## src/rtl/booth_ctrl.sv

```systemverilog
// booth_ctrl: control unit for a radix-2 Booth sequential multiplier.
// Sequences the A (accumulator), Q/Q[-1] (multiplier) and M (multiplicand)
// registers through N Booth iterations from a single start request.
// Moore machine: every strobe is decoded from the registered state alone,
// so an asynchronous reset clears all outputs without waiting for a clock.

module booth_ctrl #(
    parameter int N = 4
) (
    input  logic clk,
    input  logic reset,
    input  logic start,
    input  logic q0,
    input  logic qm1,
    output logic ResetA,
    output logic CargaA,
    output logic DesplazaA,
    output logic CargaQ,
    output logic DesplazaQ,
    output logic CargaM,
    output logic SumaResta,
    output logic busy,
    output logic fin
);

    // Counter wide enough to hold the value N itself.
    localparam int CW = $clog2(N + 1);
    localparam logic [CW-1:0] LP_LAST = CW'(N);

    typedef enum logic [2:0] {
        S_IDLE  = 3'd0,
        S_INIT  = 3'd1,
        S_TEST  = 3'd2,
        S_ADD   = 3'd3,
        S_SUB   = 3'd4,
        S_SHIFT = 3'd5,
        S_DONE  = 3'd6
    } state_t;

    state_t          r_state;
    state_t          w_state_next;
    logic [CW-1:0]   r_cnt;
    logic [CW-1:0]   w_cnt_inc;
    logic            w_last_iter;

    // The SHIFT state ends the current iteration; the incremented count
    // decides whether that was the last one.
    assign w_cnt_inc   = r_cnt + CW'(1);
    assign w_last_iter = (w_cnt_inc == LP_LAST);

    // State register with asynchronous active-low reset.
    // NOTE: sequential state uses non-blocking (<=) so every flop samples
    // the pre-edge values; blocking (=) here would create ordering races.
    always_ff @(posedge clk or negedge reset) begin
        if (!reset) begin
            r_state <= S_IDLE;
        end else begin
            r_state <= w_state_next;
        end
    end

    // Iteration counter: cleared in INIT, advanced once per SHIFT.
    always_ff @(posedge clk or negedge reset) begin
        if (!reset) begin
            r_cnt <= '0;
        end else begin
            case (r_state)
                S_INIT:  r_cnt <= '0;
                S_SHIFT: r_cnt <= w_cnt_inc;
                default: r_cnt <= r_cnt;
            endcase
        end
    end

    // Next-state selection and Moore output decode.
    // NOTE: every output and the next state get a default before the case,
    // so no path leaves a signal unassigned and no latch is inferred.
    always_comb begin
        w_state_next = r_state;
        ResetA       = 1'b0;
        CargaA       = 1'b0;
        DesplazaA    = 1'b0;
        CargaQ       = 1'b0;
        DesplazaQ    = 1'b0;
        CargaM       = 1'b0;
        SumaResta    = 1'b0;
        busy         = 1'b1;
        fin          = 1'b0;

        case (r_state)
            S_IDLE: begin
                busy = 1'b0;
                if (start) begin
                    w_state_next = S_INIT;
                end
            end

            S_INIT: begin
                ResetA       = 1'b1;
                CargaQ       = 1'b1;
                CargaM       = 1'b1;
                w_state_next = S_TEST;
            end

            // Booth recoding on (Q[0], Q[-1]): 10 subtracts M, 01 adds M,
            // 00/11 only shift.
            S_TEST: begin
                case ({q0, qm1})
                    2'b10:   w_state_next = S_SUB;
                    2'b01:   w_state_next = S_ADD;
                    default: w_state_next = S_SHIFT;
                endcase
            end

            S_ADD: begin
                CargaA       = 1'b1;
                SumaResta    = 1'b0;
                w_state_next = S_SHIFT;
            end

            S_SUB: begin
                CargaA       = 1'b1;
                SumaResta    = 1'b1;
                w_state_next = S_SHIFT;
            end

            S_SHIFT: begin
                DesplazaA    = 1'b1;
                DesplazaQ    = 1'b1;
                w_state_next = w_last_iter ? S_DONE : S_TEST;
            end

            S_DONE: begin
                fin          = 1'b1;
                w_state_next = S_IDLE;
            end

            default: begin
                busy         = 1'b0;
                w_state_next = S_IDLE;
            end
        endcase
    end

endmodule

```

## config.mk

```make
export PLATFORM = sky130hd
export DESIGN_NAME = booth_ctrl
export DESIGN_NICKNAME = d
export VERILOG_FILES = /design/src/rtl/booth_ctrl.sv
export SDC_FILE = /design/constraint.sdc
export NUM_CORES = 1
export LEC_CHECK = 0
export BUFFER_PORTS_ARGS = -buffer_cell sky130_fd_sc_hd__clkbuf_2
export CORE_AREA = 5 5 42 44
export DETAILED_ROUTE_END_ITERATION = 8
export DIE_AREA = 0 0 47 49
export PLACE_DENSITY_LB_ADDON = 0.12
export SYNTH_ARGS = -nofsm -noshare
export SYNTH_HDL_FRONTEND = slang
export SYNTH_SLANG_ARGS = --single-unit
```

## constraint.sdc

```tcl
create_clock -name clk -period 1.2 [get_ports clk]
set_clock_uncertainty 0.1 [all_clocks]
set_input_delay 0.24 -clock clk [delete_from_list [all_inputs] [get_ports clk]]
set_output_delay 0.24 -clock clk [all_outputs]
set_load 0.01 [all_outputs]
```

==> impl_metrics.py, run 1 <==
metrics = {
    "drt": {
        "antenna_left": 0,
        "wl_met1_um": 342,
        "drc": 0,
        "first_pass_iters": 2,
        "num_vias": 342,
        "routed-wl-met2_um": 431,
        "dr.max_layer_used": "met3",
        "viasPerCell": 4.28,
        "met3_length_um": 42,
        "routed_wl_um": 816,
        "post_drt_wl_per_cell_um": 10.2,
        "drt_iter0_drc": 2,
    },
    "finish": {
        "layout_common_cells": "clkbuf_2, buf_4, dfrtp_1",
        "drive_gt1_frac": 0.531,
        "area_growth_pct": 49.5,
        "final_cells": 80,
        "layout_commonest_cell": "clkbuf_2",
        "num_antenna_cells": 0,
        "finalNetCount": 73,
    },
    "power_and_ir_drop": {
        "pwr_density_cell_nw_per_um2": 2480,
        "power.total_mw": 1.49,
        "vdd_drop_max_uv": 1010,
        "p_leak_nw": 0.297,
    },
    "worst_setup_path": {
        "crit_chain": "or3_1, o21a_1, clkbuf_2",
        "arrival_ns": 1.20,
        "critPathMaxStageDelay_ns": 0.39,
        "critical_path_class": "register to output port",
        "path_max_fanout": 4,
        "r2r_slack_ns": -0.07,
        "start_kind": "register",
        "r2r-start": "r_state[1]",
        "required_ns": 0.86,
        "crit_start": "r_state[1]",
        "cpLargestDelayFamily": "flip-flops",
        "path_buf_inv": 1,
        "r2r-end": "r_cnt[0]",
        "cp-end-kind": "output port",
        "critPathSlowestCell": "dfrtp_1",
        "reg2reg_depth": 3,
    },
    "cts": {
        "clk_pin_slew_worst_paths_ns": 0.04,
        "htree_num_levels": 1,
        "tritoncts": "done",
        "numCtsBuffers": 3,
        "cts-root-buf": "clkbuf_4",
        "clock_sinks": 6,
        "worstSkewPairLatency_ns": 0.23,
        "cts_buffer_depth": 2,
    },
    "logic_synthesis": {
        "synth_area_leaders": "dfrtp_1, ha_1, buf_4, nand2b_1, inv_1",
        "synth_simple_gate_area_frac": 0.262,
        "ys_seq_area_frac": 0.374,
        "synth_area_per_cell_sq_um": 9.56,
        "synth_nets": 49,
        "ys_seq_elements": 6,
        "yosys.area_share.adder": 0.0623,
        "ys_types": 22,
        "ys_warn_count": 0,
        "synthMuxAreaShare": 0.0623,
        "netlist.area_leader.share": 0.374,
        "synth_area_sq_um": 402,
        "synth_compound_area_frac": 0.106,
        "synth_top_family_by_area": "simple AND/OR/NAND/NOR gates",
        "synth.largest_area_cell": "dfrtp_1",
        "syn_inst": 42,
        "yosys.area_share.xor_xnor": 0,
    },
    "job": {
        "cap_violations": 0,
    },
    "min_path": {
        "hp-start": "start",
        "hold_path_depth": 3,
        "hp-class": "primary input to register",
        "hold_end": "r_state[0]",
    },
    "global_routing": {
        "globalRouteTotalUtil": 0.0836,
        "grt_overflow": 0,
        "grt_max_degree": 11,
        "grt_antenna_before_repair": 0,
        "grt_pass1_wl_mm": 1.35,
        "grt_pass1_vias": 348,
    },
    "timing": {
        "rsz0062_at_grt": "yes",
        "finalCriticalPeriod_ns": 1.54,
        "tns_ns": -2.53,
        "timing.final.ws_setup_ns": -0.339,
        "fin_crit_sh": 1.28,
        "hold_violations": 0,
        "max_clock_freq_mhz": 650,
        "slew_violations": 0,
        "setup_viol": 12,
        "max-slew-margin-rel": 0.853,
        "worst_slew_pin_slew_ns": 0.219,
    },
    "floorplan": {
        "die_area_sq_um": 2300,
        "die_w_um": 47,
        "pin_count": 14,
        "die_h_um": 49,
        "coreArea_sq_um": 1400,
        "rows": 14,
        "initial_utilization": 0.287,
    },
    "place": {
        "place_congestion": 0.651,
        "placed_cells": 73,
        "io_buffers": 13,
        "dpl.hpwl_um": 628,
    },
    "status": {
        "failed_checks": "negative setup slack",
        "outcome": "finished with violations",
    },
}
worst reg2reg max path: stages (launching register included):
cell and delay (ns):
dfrtp_1 0.39, and2b_4 0.27, buf_6 0.11, mux2_4 0.29
kinds of logic after synthesis:
group                    Yosys count
multiplexers                       2
flip-flops                         6
adder cells (fa/ha/maj)            2
AO/OA/AOI/OAI                      6
AND/OR/NAND/NOR                   17
buffers and inverters              9
where the power goes:
part / total (mW) / internal, mW / leakage (nW) / switching [mW]
clock network: 0.169 / 0.112 / 0.0138 / 0.0570
logic: 0.980 / 0.562 / 0.205 / 0.418
registers: 0.339 / 0.284 / 0.0781 / 0.0554
metal layers:
layer | GRT usage | vias to the layer above
met5 | 0 | -
met4 | 0.0138 | 0
li1 | - | 186
met3 | 0.0554 | 0
met1 | 0.0874 | 149
met2 | 0.138 | 7
repair_timing:
item | in CTS | in global routing
hold endpoints to repair | 6 | 0
hold buffers | 1 | 0
cloned | 0 | 0
resized for setup | 5 | 4
endpoints found under the setup margin | 12 | 12
setup buffers | 3 | 1
pin swaps | 3 | 0
area by class of cell:
cell class | count | area, sq um
Sequential cell | 6 | 150
Clock buffer | 3 | 22.5
Fill cell | 150 | 801
Inverter | 4 | 15.0
Tap cell | 16 | 20.0
Multi-Input combinational cell | 27 | 223
Timing Repair Buffer | 24 | 170
state kept, by name, indices dropped and copies added, names as in the netlist:
register  flops
r_cnt         3
r_state       3
worst max path at each step:
stage            to  slack (ns)  cells after the start
3_5_place_dp   busy       -0.11                      3
3_3_place_gp   busy        -0.1                      3
5_1_grt        busy       -0.40                      3
2_1_floorplan  busy       -0.12                      3
6_report       busy       -0.34                      3
4_1_cts        busy       -0.35                      3
cells in the mapped netlist:
library cell	count
o22ai_1	2
and2b_4	1
nor2b_1	2
mux2i_1	1
buf_6	1
buf_2	1
a31o_2	1
mux2_4	1
nand4bb_1	1
inv_1	4
and2_1	2
nor2_1	3
o21ai_0	1
nor3b_1	2
nand2_1	2
buf_4	3
nand2b_1	3
o32ai_1	1
ha_1	2
or3_1	1
o21a_1	1
dfrtp_1	6
through the flow:
| stage | setup WS (ns) | utilization | hold WS [ns] | cell area, sq um |
|---|---|---|---|---|
| floorplan | -0.116 | - | -0.156 | 420 |
| global placement | -0.0961 | 0.361 | -0.0228 | 505 |
| detailed placement | -0.115 | 0.361 | -0.0254 | 505 |
| CTS | -0.347 | 0.420 | 0.191 | 588 |
| global route | -0.399 | 0.429 | 0.229 | 601 |
| finish | -0.339 | 0.429 | 0.190 | 601 |
No activity file was read; power rests on OpenSTA's default activity.
==> run 2: changes to the inputs <==
--- a/config.mk
+++ b/config.mk
@@ -10,6 +10,7 @@
 export DETAILED_ROUTE_END_ITERATION = 8
 export DIE_AREA = 0 0 47 49
 export PLACE_DENSITY_LB_ADDON = 0.12
+export SETUP_SLACK_MARGIN = 0.3
 export SYNTH_ARGS = -nofsm -noshare
 export SYNTH_HDL_FRONTEND = slang
 export SYNTH_SLANG_ARGS = --single-unit
==> run 2 against run 1 <==
Compared with the run above:
- the flow still finishes with violations (negative setup slack)
- largest power group unchanged
- core utilization grew 3.8 points
- register-to-register slack lost 0.08 ns
- highest routed layer is now met4
- first-iteration DRC count is the same
- non-clock buffer count grew 1
==> impl_metrics.py, run 2 (same netlist as run 1, synthesis figures left out) <==
metrics = {
    "status": {
        "outcome": "finished with violations",
        "failed_checks": "negative setup slack",
    },
    "timing": {
        "max_clock_freq_mhz": 643,
        "worst_slew_pin_slew_ns": 0.201,
        "tns_ns": -2.77,
        "fin_crit_sh": 1.30,
        "max-slew-margin-rel": 0.866,
        "finalCriticalPeriod_ns": 1.56,
        "setup_viol": 13,
        "hold_violations": 0,
        "slew_violations": 0,
        "timing.final.ws_setup_ns": -0.356,
        "rsz0062_at_grt": "yes",
    },
    "drt": {
        "antenna_left": 0,
        "viasPerCell": 4.67,
        "first_pass_iters": 2,
        "drt_iter0_drc": 2,
        "drc": 0,
        "num_vias": 378,
        "post_drt_wl_per_cell_um": 12.2,
        "routed_wl_um": 990,
    },
    "place": {
        "dpl.hpwl_um": 750,
        "io_buffers": 13,
        "place_congestion": 0.697,
        "pre_cts_ws_ns": -0.119,
    },
    "floorplan": {
        "die_w_um": 47,
        "pin_count": 14,
        "initial_utilization": 0.287,
        "rows": 14,
        "die_h_um": 49,
        "die_area_sq_um": 2300,
        "coreArea_sq_um": 1400,
    },
    "finish": {
        "layout_common_cells": "clkbuf_2, buf_4, dfrtp_1",
        "reg_top3": "r_cnt x3, r_state x3",
        "fillers": 132,
        "finalNetCount": 74,
        "drive_gt1_frac": 0.615,
        "num_antenna_cells": 0,
        "layout_commonest_cell": "clkbuf_2",
        "area_growth_pct": 62.6,
    },
    "power_and_ir_drop": {
        "p_leak_nw": 0.317,
        "pwr_density_cell_nw_per_um2": 2540,
        "vdd_drop_max_uv": 938,
        "power.total_mw": 1.66,
    },
    "cts": {
        "htree_num_levels": 1,
        "worstSkewPairLatency_ns": 0.24,
        "clock_sinks": 6,
        "clk_pin_slew_worst_paths_ns": 0.05,
        "numCtsBuffers": 3,
        "tritoncts": "done",
        "cts_buffer_depth": 2,
        "cts-root-buf": "clkbuf_4",
    },
    "worst_setup_path": {
        "cp-end-kind": "output port",
        "arrival_ns": 1.22,
        "required_ns": 0.86,
        "start_kind": "register",
        "path_max_fanout": 4,
        "critPathSlowestCell": "dfrtp_1",
        "crit_chain": "or3_1, o21a_1, clkbuf_2",
        "critical_path_class": "register to output port",
        "critPathMaxStageDelay_ns": 0.39,
    },
    "global_routing": {
        "grt_pass1_wl_mm": 1.55,
        "globalRouteTotalUtil": 0.0975,
        "grt_pass1_vias": 347,
        "grt_overflow": 0,
        "grt_antenna_before_repair": 0,
        "grt_max_degree": 11,
    },
    "min_path": {
        "hp-class": "primary input to register",
    },
    "job": {
        "cap_violations": 0,
    },
}
## run 2: worst max-delay path: cells and delay by family, from the launching register on
| family | cells | cell delay [ns] |
|---|---|---|
| buffers and inverters | 1 | 0.12 |
| flip-flops | 1 | 0.39 |
| AND/OR/NAND/NOR | 1 | 0.35 |
| AO/OA/AOI/OAI | 1 | 0.11 |
## run 2: area by class of cell
class / count / area (sq um) / area share
inverters: 4 / 15.0 / 0.0230
well taps: 16 / 20.0 / 0.0307
clock buffers: 3 / 22.5 / 0.0345
flip-flops and latches: 6 / 150 / 0.230
multi-input cells: 27 / 264 / 0.404
repair buffers: 25 / 181 / 0.278
## run 2: repair_timing
action                     CTS  global route
resized for setup            7             7
setup endpoints to repair   15            15
setup buffers                1             3
hold buffers                 1             0
hold endpoints to repair     6             0
pin swaps                    3             6
## run 2: power by group
group	internal (mW)	switching, mW
clock	0.113	0.0726
combinational	0.646	0.474
sequential	0.284	0.0723
total	1.04	0.619
## run 2: worst paths after layout
path	cells after the start	from	to	slack, ns
max in group asynchronous	2	reset	r_state[2]	0.59
max	3	r_state[1]	busy	-0.36
min	3	start	r_state[0]	0.17
max reg2reg	4	r_state[1]	r_cnt[0]	-0.15
min reg2reg	2	r_cnt[2]	r_cnt[2]	0.46
min in group asynchronous	2	reset	r_state[0]	0.26
## run 2: stage by stage
stage                     hold slack [ns]  cells  utilization  area [sq um]
final                               0.171     81        0.466           653
after global routing                0.183     81        0.466           653
after CTS                           0.160     78        0.431           604
after detailed placement          -0.0198     73        0.375           526
after global placement            -0.0223     73        0.375           526
after floorplan                    -0.156     42            -           440
## run 2: metal layers
layer	up-vias	global-route usage	part of all wire
met5	-	0	0
met4	0	0.0691	0.021
met3	4	0.0332	0.056
met2	9	0.163	0.55
met1	178	0.0933	0.37
li1	187	-	-
